<file path="src/rtl/iir_pkg.sv">
// Shared types and arithmetic helpers for the iir_inverse_n all-pole filter.
// Defining IIR_SATURATE_EN makes iir_reduce clamp the result; otherwise it wraps modulo 2^N.
package iir_pkg;

   typedef enum logic [1:0] {IDLE, MAC, OUT} iir_state_t;

   localparam int IIR_N       = 32;
   localparam int IIR_DELAYS  = 3;
   localparam int IIR_ACC_W   = 2 * IIR_N + $clog2(IIR_DELAYS + 1);

   // iir_reduce works on a fixed wide accumulator so any N up to RED_W can share it
   localparam int RED_W       = 64;
   localparam int RED_ACC_W   = 2 * RED_W + 8;

   function automatic logic [RED_W-1:0] iir_reduce(input logic signed [RED_ACC_W-1:0] acc,
                                                   input int n);
`ifdef IIR_SATURATE_EN
      logic signed [RED_ACC_W-1:0] one, hi, lo;
      one = RED_ACC_W'(1);
      hi  = (one <<< (n - 1)) - one;
      lo  = -(one <<< (n - 1));
      if (acc > hi)
         return hi[RED_W-1:0];
      else if (acc < lo)
         return lo[RED_W-1:0];
      else
         return acc[RED_W-1:0];
`else
      return acc[RED_W-1:0];
`endif
   endfunction

endpackage

</file>
<file path="src/rtl/iir_mac.sv">
// Single signed multiply-subtract-accumulate datapath: acc <= acc - coef*hist.
// acc_next exposes the step result combinationally so the last tap can be retired directly.
module iir_mac
   import iir_pkg::*;
#(
   parameter int N     = IIR_N,
   parameter int ACC_W = IIR_ACC_W
) (
   input  logic                    clk,
   input  logic                    rst,
   input  logic                    ena,
   input  logic                    clear,
   input  logic                    load,
   input  logic                    step,
   input  logic signed [N-1:0]     load_val,
   input  logic signed [N-1:0]     coef,
   input  logic signed [N-1:0]     hist,
   output logic signed [ACC_W-1:0] acc,
   output logic signed [ACC_W-1:0] acc_next
);

   logic signed [2*N-1:0] product;

   assign product  = (2*N)'(coef) * (2*N)'(hist);
   assign acc_next = acc - ACC_W'(product);

   // NOTE: state registers update with non-blocking assignments so every flop samples pre-edge values.
   always_ff @(posedge clk or negedge rst) begin
      if (!rst)
         acc <= '0;
      else if (ena) begin
         if (clear)
            acc <= '0;
         else if (load)
            acc <= ACC_W'(load_val);
         else if (step)
            acc <= acc_next;
      end
   end

endmodule

</file>
<file path="src/rtl/iir_inverse_n.sv">
// Time-multiplexed all-pole IIR y[n] = x[n] - sum a[k]*y[n-k], one multiplier over DELAYS cycles.
// Result reduction saturates when IIR_SATURATE_EN is defined, wraps modulo 2^N otherwise.
module iir_inverse_n
   import iir_pkg::*;
#(
   parameter int DELAYS = IIR_DELAYS,
   parameter int N      = IIR_N
) (
   input  logic                  clk,
   input  logic                  rst,
   input  logic                  ena,
   input  logic [DELAYS*N-1:0]   a,
   input  logic [N-1:0]          x_in,
   input  logic                  x_valid,
   output logic                  x_ready,
   output logic [N-1:0]          y_out,
   output logic                  y_valid,
   input  logic                  y_ready
);

   localparam int KW = $clog2(DELAYS + 1);
   localparam int AW = 2 * N + $clog2(DELAYS + 1);

   iir_state_t              state;
   logic [KW-1:0]           k;
   logic signed [N-1:0]     y_hist [1:DELAYS];
   logic signed [N-1:0]     coef   [1:DELAYS];
   logic signed [AW-1:0]    acc, acc_next;
   logic [N-1:0]            result;
   logic                    accept, retire;

   always_comb begin
      for (int i = 1; i <= DELAYS; i++)
         coef[i] = a[(i-1)*N +: N];
   end

   assign accept = (state == IDLE) && x_ready && x_valid;
   assign retire = (state == OUT) && y_valid && y_ready;
   assign result = N'(iir_reduce(RED_ACC_W'(acc_next), N));

   iir_mac #(.N(N), .ACC_W(AW)) u_mac (
      .clk      (clk),
      .rst      (rst),
      .ena      (ena),
      .clear    (retire),
      .load     (accept),
      .step     (state == MAC),
      .load_val (x_in),
      .coef     (coef[k]),
      .hist     (y_hist[k]),
      .acc      (acc),
      .acc_next (acc_next)
   );

   // NOTE: the history is a short register chain, so it is reset explicitly; a mid-sample reset must leave no stale feedback.
   always_ff @(posedge clk or negedge rst) begin
      if (!rst) begin
         state   <= IDLE;
         k       <= '0;
         y_out   <= '0;
         y_valid <= 1'b0;
         x_ready <= 1'b0;
         for (int i = 1; i <= DELAYS; i++)
            y_hist[i] <= '0;
      end else if (ena) begin
         case (state)
            IDLE: begin
               if (accept) begin
                  x_ready <= 1'b0;
                  k       <= KW'(1);
                  state   <= MAC;
               end else
                  x_ready <= 1'b1;
            end
            MAC: begin
               // The final tap's result goes straight to y_out, saving a drain cycle
               if (k == KW'(DELAYS)) begin
                  k       <= '0;
                  y_out   <= result;
                  y_valid <= 1'b1;
                  state   <= OUT;
               end else
                  k <= k + KW'(1);
            end
            OUT: begin
               if (retire) begin
                  for (int i = DELAYS; i > 1; i--)
                     y_hist[i] <= y_hist[i-1];
                  y_hist[1] <= y_out;
                  y_valid   <= 1'b0;
                  x_ready   <= 1'b1;
                  state     <= IDLE;
               end
            end
            default: state <= IDLE;
         endcase
      end
   end

   logic unused_acc;
   assign unused_acc = ^acc;

endmodule

</file>
<file path="config.mk">
export PLATFORM = sky130hd
export DESIGN_NAME = iir_inverse_n
export DESIGN_NICKNAME = d
export VERILOG_FILES = /design/src/rtl/iir_pkg.sv /design/src/rtl/iir_mac.sv /design/src/rtl/iir_inverse_n.sv
export SDC_FILE = /design/constraint.sdc
export NUM_CORES = 2
export LEC_CHECK = 0
export CORE_UTILIZATION = 45
export CTS_CLUSTER_DIAMETER = 50
export CTS_CLUSTER_SIZE = 12
export DETAILED_ROUTE_END_ITERATION = 8
export PLACE_DENSITY = 0.66
export SLEW_MARGIN = 20
export SYNTH_ARGS = -nofsm -noshare
export SYNTH_HDL_FRONTEND = slang
export SYNTH_SLANG_ARGS = --single-unit
</file>
<file path="constraint.sdc">
create_clock -name clk -period 7.78 [get_ports clk]
set_input_delay 0.778 -clock clk [delete_from_list [all_inputs] [get_ports clk]]
set_output_delay 0.778 -clock clk [all_outputs]
set_load 0.02 [all_outputs]
</file>
==> impl_metrics.yaml <==
status:
  outcome: "finished, violations left"
  violations: "setup timing"
synth:
  synth_flop_cell: "dfrtp_1"
  synth_nets: 3350
  synthArstFlopShare: 1.00
  syn_inst: 2615
  synth-edff-count: 0
  yosys_warnings: 0
  ys_ff_latch: 166
  synth_cell_types: 56
  ys_seq_area_frac: 0.166
  syn_area_um2: 25000
  syn_avg_cell_area_um2: 9.54
worst_setup_path:
  r2r-end: "y_out[26]$_DFFE_PN0P_"
  arrival_ns: 8.43
  worst_r2r_path_depth: 30
  cpMostUsedCell: "fa_1"
  crit_fanout: 8
  critPathLaunchType: "flip-flop"
  reg2reg_from: "k[0]$_DFFE_PN0P_"
  cp-end-kind: "flip-flop"
  cpPeakStageDelay_ns: 0.58
  cp_slowest_cell: "dfrtp_4"
  rrSetupSlack_ns: -0.34
  worstPathRequired_ns: 8.09
  crit_type: "flip-flop to flip-flop"
sta:
  skew_ns: 0.0115
  rsz0062_at_grt: "yes"
  min_period_ns: 8.12
  whs_ns: 0.378
  final_hold_viol_count: 0
  setup_ws_ns: -0.338
  max_freq_mhz: 123
  worstMarginPinSlew_ns: 1.15
  setup_violations: 19
  fin_setup_tns_ns: -4.40
  drv_slew: 0
  finalCritPeriodShare: 1.04
  relSlewSlack: 0.232
routing:
  drt_iter0_markers: 1988
  avgViaCountPerCell: 5.42
  drt_wl_total_um: 91100
  final_antenna_net_count: 0
  wire_per_inst_um: 23.5
  detail_route.first_pass.iterations: 7
  drc: 0
  routed-via-count: 21100
floorplanning:
  start_util: 0.459
  die_y_um: 237
  ios: 167
  core_region_area_um2: 54300
  fp-row-count: 85
  die_w_um: 237
  dieArea_um2: 56400
global_route:
  grtUsageTotal: 0.329
  antenna_found_initial: 0
  grt_max_degree: 93
  grt_pass1_wl_um: 136000
  gr-total-overflow: 0
  grt_pass1_vias: 22500
cts:
  path_clk_slew_ns: 0.07
  clock_latency_ns: 0.45
  cts_buffer_depth: 2
  h-tree-depth: 4
  cts_root_buf: "clkbuf_16"
  numCtsBuffers: 17
  hold_buffers: 0
  tritoncts: "done"
  cts.sinks: 166
final_layout:
  areaGrowthSynthToFinish_pct: 33.4
  fin_area_um2: 33300
  fin_util: 0.612
  final_common_cell: "inv_1"
  most-common-layout-cells: "inv_1 (499), fa_1 (408), buf_4 (328)"
  finalNetCount: 3865
  drive_gt1_frac: 0.283
run:
  drv_cap: 0
placement:
  dp_hpwl_um: 71700
  place_area_um2: 30400
  finalWeightedCongestion: 1.01
  io_buffers: 166
hold_path:
  min_path_type: "input pin to asynchronous set/reset pin"
## how the worst max path moves through the flow
stage                     start                        end  slack (ns)  cells past startpoint
2_1_floorplan  k[0]$_DFFE_PN0P_  u_mac.acc[31]$_DFFE_PN0P_       -0.23                     34
3_3_place_gp              a[42]      y_out[26]$_DFFE_PN0P_       -0.77                     29
3_5_place_dp              a[42]  u_mac.acc[27]$_DFFE_PN0P_       -0.80                     31
4_1_cts        k[0]$_DFFE_PN0P_  u_mac.acc[28]$_DFFE_PN0P_       -0.35                     36
5_1_grt        k[0]$_DFFE_PN0P_  u_mac.acc[22]$_DFFE_PN0P_       -0.54                     33
6_report       k[0]$_DFFE_PN0P_      y_out[26]$_DFFE_PN0P_       -0.34                     30
## critical path: cells and delay by family, from the launching register on
family          cells  cell delay, ns
compound gates      3            0.36
flops               1            0.58
mux                 1            0.31
fa+ha+maj           9            4.38
simple gates        7            1.07
xor+xnor            1            0.22
buf+inv             9            1.03
## metal layers
layer / global-route usage / wire (µm)
met5: 0 / 0
met4: 0.150 / 5260
met3: 0.0553 / 8320
met2: 0.526 / 41300
met1: 0.440 / 36200
## synthesized netlist by cell type (3+ instances only)
master / instances / share of area
inv_1: 527 / 0.079
fa_1: 440 / 0.35
nor2_1: 329 / 0.049
nand2_1: 261 / 0.039
dfrtp_1: 166 / 0.17
ha_1: 162 / 0.081
mux2_2: 151 / 0.068
clkbuf_1: 102 / 0.015
o21ai_0: 61 / 0.012
xnor2_1: 59 / 0.021
a21oi_1: 48 / 0.0096
a22o_1: 39 / 0.014
a22oi_1: 32 / 0.0096
a22oi_2: 26 / 0.013
nand3_1: 18 / 0.0036
xor2_1: 18 / 0.0063
nand2b_1: 15 / 0.0038
or2_2: 14 / 0.0035
a21o_1: 13 / 0.0039
buf_6: 10 / 0.0045
and2_1: 8 / 0.0020
mux2_1: 8 / 0.0036
o21a_1: 8 / 0.0024
o31ai_1: 8 / 0.0024
a31oi_1: 7 / 0.0018
buf_4: 7 / 0.0021
nor2b_1: 6 / 0.0015
xnor3_1: 6 / 0.0054
mux2_4: 5 / 0.0030
nor3_1: 5 / 0.0010
a211oi_1: 4 / 0.0012
and3_1: 4 / 0.0010
buf_1: 4 / 0.00060
mux2i_1: 4 / 0.0016
nand4_1: 4 / 0.0010
or3_1: 4 / 0.0010
buf_2: 3 / 0.00060
o211ai_1: 3 / 0.00090
o21ai_1: 3 / 0.00060
## area by class of cell
type	count	area, µm²
antenna	2	5.00
fill	4506	21100
clock inverter	14	185
timing repair buffer	623	6340
clock buffer	18	439
multi-input combinational	1795	19200
inverter	527	1980
sequential	166	4160
tap	739	925
## per-stage QoR
step	instances	setup slack, ns
after floorplan	2615	-0.227
after global placement	3740	-0.775
after detailed placement	3740	-0.796
after CTS	3851	-0.355
after global routing	3882	-0.543
final	3884	-0.338
## state kept, by name (all words and copies together) (netlist names)
signal / count
y_out: 32
y_hist: 96
x_ready: 1
y_valid: 1
u_mac.acc: 32
state: 2
k: 2
## timing repair
item	4_1_cts	5_1_grt
setup endpoints to repair	32	36
setup buffers	81	37
resized for setup	166	135
gates cloned	8	3
pin swaps	63	102
## logic make-up (layout without fill, tap and decap cells)
family | after synthesis | count (layout) | synth area share
AO/OA/AOI/OAI | 267 | 267 | 0.0777
XOR/XNOR | 84 | 84 | 0.0331
adder cells (fa/ha/maj) | 602 | 602 | 0.434
buffers and inverters | 654 | 1182 | 0.103
flip-flops | 166 | 166 | 0.166
multiplexers | 168 | 168 | 0.0764
other | 0 | 2 | 0
AND/OR/NAND/NOR | 674 | 674 | 0.109
Power is left out: the tool's default activity adds up to more than one toggle a clock period on the data nets, which glitch-free logic cannot reach.
